===== src/rtl/sram_slave_port_pkg.sv =====
// sram_slave_port_pkg
//   Shared interconnect helpers for the slave-port endpoint.
//   - be_width()    : number of byte lanes for a given data width
//   - byte_offset() : number of byte-address bits below the word address
//   - track_t       : one entry of the response tracking pipeline
package sram_slave_port_pkg;

  function automatic int be_width(input int data_width);
    return data_width / 8;
  endfunction

  function automatic int byte_offset(input int data_width);
    return $clog2(data_width / 8);
  endfunction

  // One in-flight transaction as seen by the tracking pipeline.
  typedef struct packed {
    logic valid;
    logic we;
  } track_t;

endpackage


===== src/rtl/sram_slave_port_resp_pipe.sv =====
// sram_slave_port_resp_pipe
//   Fixed-depth {valid, we} shift register. It advances every cycle with
//   no stall, so an entry loaded in cycle T appears at the output in
//   cycle T+DEPTH. Reusable for any fixed-latency slave.
// Ports:
//   clk       : rising-edge clock
//   resetn    : asynchronous active-low reset, clears every stage
//   entry_in  : entry captured into stage 0 each cycle
//   entry_out : contents of the last stage
module sram_slave_port_resp_pipe
  import sram_slave_port_pkg::*;
#(
  parameter int DEPTH = 1
) (
  input  logic   clk,
  input  logic   resetn,
  input  track_t entry_in,
  output track_t entry_out
);

  track_t stage_q [DEPTH];

  always_ff @(posedge clk or negedge resetn) begin
    if (!resetn) begin
      for (int i = 0; i < DEPTH; i++) begin
        stage_q[i] <= '0;
      end
    end else begin
      stage_q[0] <= entry_in;
      for (int i = 1; i < DEPTH; i++) begin
        stage_q[i] <= stage_q[i-1];
      end
    end
  end

  assign entry_out = stage_q[DEPTH-1];

endmodule


===== src/rtl/sram_slave_port.sv =====
// sram_slave_port
//   Slave-side endpoint between one interconnect slave port and an SRAM
//   bank with a fixed read latency. Requests are accepted combinationally,
//   the SRAM command is issued in the accept cycle, and one response
//   (rvalid, rdata) per accepted transaction returns in acceptance order
//   SRAM_LATENCY+1 cycles later. Writes respond with rdata = 0.
// Ports:
//   clk, resetn           : clock, asynchronous active-low reset
//   slave_data_*_i        : request side (addr, wdata, be, req, we)
//   slave_data_gnt_o      : request accepted this cycle
//   slave_data_rvalid_o   : one-cycle response strobe
//   slave_data_rdata_o    : response data (0 for writes)
//   sram_*_o              : SRAM command (cs, we, word addr, wdata, be)
//   sram_gnt_i            : SRAM available this cycle
//   sram_rdata_i          : SRAM read data, SRAM_LATENCY after command
//   idle_o                : no transaction in flight
// Handshake: a transaction transfers in any cycle where req and gnt are
//   both high; the master holds req and its payload until then. rvalid is
//   a pure strobe with no back-pressure: the master must always accept it.
module sram_slave_port
  import sram_slave_port_pkg::*;
#(
  parameter int DATA_WIDTH      = 32,
  parameter int ADDR_WIDTH      = 10,
  parameter int SRAM_LATENCY    = 1,
  parameter int WORD_ADDR_WIDTH = ADDR_WIDTH - $clog2(DATA_WIDTH/8)
) (
  input  logic                       clk,
  input  logic                       resetn,
  input  logic [ADDR_WIDTH-1:0]      slave_data_addr_i,
  input  logic [DATA_WIDTH-1:0]      slave_data_wdata_i,
  input  logic [DATA_WIDTH/8-1:0]    slave_data_be_i,
  input  logic                       slave_data_req_i,
  input  logic                       slave_data_we_i,
  output logic                       slave_data_gnt_o,
  output logic                       slave_data_rvalid_o,
  output logic [DATA_WIDTH-1:0]      slave_data_rdata_o,
  output logic                       sram_cs_o,
  output logic                       sram_we_o,
  output logic [WORD_ADDR_WIDTH-1:0] sram_addr_o,
  output logic [DATA_WIDTH-1:0]      sram_wdata_o,
  output logic [DATA_WIDTH/8-1:0]    sram_be_o,
  input  logic                       sram_gnt_i,
  input  logic [DATA_WIDTH-1:0]      sram_rdata_i,
  output logic                       idle_o
);

  localparam int BE_WIDTH    = be_width(DATA_WIDTH);
  localparam int BYTE_OFFSET = byte_offset(DATA_WIDTH);
  localparam int CNT_W       = $clog2(SRAM_LATENCY + 2);

  logic                  resetn_q;
  logic                  gnt;
  track_t                pipe_in;
  track_t                pipe_out;
  logic                  rvalid_q;
  logic [DATA_WIDTH-1:0] rdata_q;
  logic [CNT_W-1:0]      count_q;

  // Blocks grants until the first edge after reset release, so a request
  // held high across reset is never accepted in the release cycle.
  always_ff @(posedge clk or negedge resetn) begin
    if (!resetn) begin
      resetn_q <= 1'b0;
    end else begin
      resetn_q <= 1'b1;
    end
  end

  assign gnt              = slave_data_req_i & sram_gnt_i & resetn_q;
  assign slave_data_gnt_o = gnt;

  // Command path: everything is zeroed when nothing is granted so the
  // SRAM pins are quiet on idle cycles.
  always_comb begin
    sram_cs_o    = 1'b0;
    sram_we_o    = 1'b0;
    sram_addr_o  = '0;
    sram_wdata_o = '0;
    sram_be_o    = '0;
    if (gnt) begin
      sram_cs_o    = 1'b1;
      sram_we_o    = slave_data_we_i;
      sram_addr_o  = slave_data_addr_i[ADDR_WIDTH-1:BYTE_OFFSET];
      sram_wdata_o = slave_data_wdata_i;
      sram_be_o    = slave_data_be_i;
    end
  end

  // Byte-offset address bits select nothing inside a word.
  generate
    if (BYTE_OFFSET > 0) begin : g_low_bits
      logic unused_low_addr;
      assign unused_low_addr = ^slave_data_addr_i[BYTE_OFFSET-1:0];
    end
  endgenerate

  assign pipe_in.valid = gnt;
  assign pipe_in.we    = slave_data_we_i;

  sram_slave_port_resp_pipe #(
    .DEPTH (SRAM_LATENCY)
  ) u_resp_pipe (
    .clk       (clk),
    .resetn    (resetn),
    .entry_in  (pipe_in),
    .entry_out (pipe_out)
  );

  // The last pipeline stage lines up with valid sram_rdata_i; capture it.
  // rdata holds its value between responses.
  always_ff @(posedge clk or negedge resetn) begin
    if (!resetn) begin
      rvalid_q <= 1'b0;
      rdata_q  <= '0;
    end else begin
      rvalid_q <= pipe_out.valid;
      if (pipe_out.valid) begin
        rdata_q <= pipe_out.we ? '0 : sram_rdata_i;
      end
    end
  end

  assign slave_data_rvalid_o = rvalid_q;
  assign slave_data_rdata_o  = rdata_q;

  // Counts transactions between grant and response. Bounded by the
  // pipeline depth plus the response register, i.e. SRAM_LATENCY+1.
  always_ff @(posedge clk or negedge resetn) begin
    if (!resetn) begin
      count_q <= '0;
    end else begin
      unique case ({gnt, rvalid_q})
        2'b10:   count_q <= count_q + CNT_W'(1);
        2'b01:   count_q <= count_q - CNT_W'(1);
        default: count_q <= count_q;
      endcase
    end
  end

  assign idle_o = (count_q == '0);

endmodule


===== config.mk =====
export PLATFORM = sky130hd
export DESIGN_NAME = sram_slave_port
export DESIGN_NICKNAME = d
export VERILOG_FILES = /design/src/rtl/sram_slave_port_pkg.sv /design/src/rtl/sram_slave_port_resp_pipe.sv /design/src/rtl/sram_slave_port.sv
export SDC_FILE = /design/constraint.sdc
export NUM_CORES = 1
export LEC_CHECK = 0
export ABC_AREA = 1
export BUFFER_PORTS_ARGS = -buffer_cell sky130_fd_sc_hd__buf_2
export CAP_MARGIN = 20
export CORE_MARGIN = 2
export CORE_UTILIZATION = 44
export CTS_CLUSTER_DIAMETER = 120
export CTS_CLUSTER_SIZE = 24
export DETAILED_ROUTE_END_ITERATION = 8
export PLACE_DENSITY = 0.86
export SLEW_MARGIN = 30
export SYNTH_ARGS = -nofsm -noshare
export SYNTH_HDL_FRONTEND = slang
export SYNTH_HIERARCHICAL = 1
export SYNTH_SLANG_ARGS = --single-unit
export TNS_END_PERCENT = 20

===== constraint.sdc =====
create_clock -name clk -period 2.15 [get_ports clk]
set_clock_uncertainty 0.1 [all_clocks]
set_input_delay 0.3225 -clock clk [delete_from_list [all_inputs] [get_ports clk]]
set_output_delay 0.3225 -clock clk [all_outputs]
set_load 0.01 [all_outputs]

==> reports/metrics.yaml <==
status:
  status: "finished, final reports clean"
sta:
  whs_ns: 0.05948
  fin_crit_ns: 1.954
  rsz0062_at_grt: "false"
  finalSetupTns_ns: 0
  final.setup.worst_slack_ns: 0.1958
  worstMarginPinSlew_ns: 0.9120
  slew_violations: 0
  fmax_mhz: 511.7
  relSlewSlack_pct: 39.20
  fin_crit_sh_pct: 90.89
  setup_viol: 0
  finalHoldViolCount: 0
setup_path:
  cp-end-kind: "output port"
  arrival_ns: 1.53
  cp-start-kind: "flip-flop"
  critPathRequiredTime_ns: 1.73
  crit_fanout: 20
  worst-setup-path-type: "reg -> out"
  r2r_start: "resetn_q"
  startpoint: "resetn_q"
layout:
  syn_to_final_growth_pct: 41.58
  final_layout_size_suffix_gt1_share_pct: 49.40
  n_antenna_cell: 0
  final_util_pct: 65.52
  mostFrequentLayoutCells: "161 x buf_2, 83 x inv_1, 37 x dfrtp_1"
  stdcell_area_um2: 3136
  final_common_cell: "buf_2"
  nets: 498
synthesis:
  mappedNetlistArea_um2: 2215
  yosysSeqAreaShare_pct: 42.94
  synth.yosys.warnings: 6
  ys_ff_latch: 38
  synth_area_per_cell_um2: 8.617
  synth_fp_nets: 341
  ys_types: 16
  syn_inst: 257
min_path:
  hold_path.class: "in -> reg"
  worstHoldStart: "slave_data_we_i"
placement:
  port_buffers: 161
  place_area_um2: 2983
  finalWeightedCongestion: 0.7288
  pre_cts_slack_ns: 0.4139
  hpwl_mm: 4.328
detailed_routing:
  ant_nets: 0
  vias: 2084
  viasPerCell: 4.324
  firstDrtPassIters: 6
  drc_errors: 0
  drt_iter0_drc: 93
  routed_wl_mm: 5.422
  wl_per_cell_um: 11.25
global_routing:
  grt_pass1_vias: 1899
  grt_pass1_wl_mm: 8.162
  grt_max_degree: 66
  grt_util_all_layers_pct: 18.70
  grt_overflow: 0
  antenna_found_initial: 0
cts:
  numCtsBuffers: 5
  ctsHoldBuffers: 1
  postCtsSetupRepairBufs: 0
  clk_pin_slew_ns: 0.07
  clk_latency_ns: 0.28
  cts_tree: "built"
  cts_root_buf: "clkbuf_8"
  htree_levels: 2
  cts.sinks: 38
  cts-resized-gates: 0
  cts.path.max_buffers: 2
power_and_ir_drop:
  powerDensity_nw_per_um2: 678.1
  peakVddDrop_uv: 538.0
  p_leak_nw: 1.881
floorplan:
  die_w_um: 74.95
  core_um2: 4786
  io_pins: 164
  die_area_um2: 5617
  die_h_um: 74.95
  fp-row-count: 25
  initial_core_util_pct: 46.27
run:
  drv_cap: 0
-- state kept, by name, summed over array words and instances, names as in the netlist --
register               flops
resetn_q                   1
u_resp_pipe/entry_out      2
slave_data_rdata_o        32
slave_data_rvalid_o        1
count_q                    2
-- kinds of logic after synthesis --
family / count (synthesis) / synth area share (%)
AOI/OAI and AO/OA: 32 / 7.231
xor gates and xnor gates: 1 / 0.3956
adders and majority gates: 1 / 0.5649
buffers and inverters: 99 / 22.09
DFF: 38 / 42.94
other: 1 / 0.1693
and+or+nand+nor: 85 / 26.61
-- Yosys cell counts --
library cell  instances  area [um^2]
conb_1                1        3.750
buf_2                 4        20.02
nor2_1               16        60.06
dfrtp_1              38        950.9
ha_1                  1        12.51
buf_6                 8        90.09
xnor2_1               1        8.760
o21ai_1               4        20.02
nand2_1               4        15.01
o21ai_0              28        140.1
nand4_1               1        6.260
buf_4                 1        7.510
nor2_4               30        337.8
nand3_1              34        170.2
inv_1                83        311.6
buf_12                3        60.06
-- stage by stage --
| step | total power [W] | instances |
|---|---|---|
| 6_report | 0.002126 | 482 |
| 5_1_grt | 0.002264 | 482 |
| 4_1_cts | 0.002149 | 482 |
| 3_5_place_dp | 0.001408 | 473 |
| 3_3_place_gp | 0.001385 | 473 |
| 2_1_floorplan | 0.001170 | 257 |
-- layer usage --
layer | vias up | GRT usage, % | part of all wire (%)
li1 | 1058 | - | -
met4 | 0 | 4.762 | 1.2
met5 | - | 0 | 0
met1 | 933 | 23.30 | 41
met2 | 87 | 33.33 | 52
met3 | 6 | 3.481 | 6.1
-- report_power, final --
part           internal, W  total (W)  switching [W]
registers         0.000826   0.000900      0.0000736
logic             0.000213   0.000489       0.000276
clock network     0.000495   0.000737       0.000242
-- critical path: stages (launching register included) --
cell and delay (ns):
dfrtp_1 0.37, nand3_4 0.31, buf_4 0.33, nor2_1 0.10, buf_2 0.14
-- path summary, 6_finish.rpt --
check / to / slack [ns] / cells after the start
worst max-delay path: sram_addr_o[7] / 0.20 / 4
worst min-delay path: u_resp_pipe/entry_out[0] / 0.06 / 1
worst max register to register: count_q[1] / 0.57 / 6
worst min register to register: slave_data_rdata_o[9] / 0.41 / 2
max in group asynchronous: slave_data_rdata_o[3] / 0.89 / 3
min in group asynchronous: slave_data_rdata_o[0] / 0.46 / 2
-- layout make-up --
cell class	count	area (um^2)
multi-input cells	120	787.0
clock inverters	2	60.06
flip-flops and latches	38	952.2
fillers	427	1650
well taps	67	83.83
repair buffers	166	858.3
inverters	83	311.5
clock buffers	6	82.58
No activity file was read; power rests on OpenSTA's default activity.
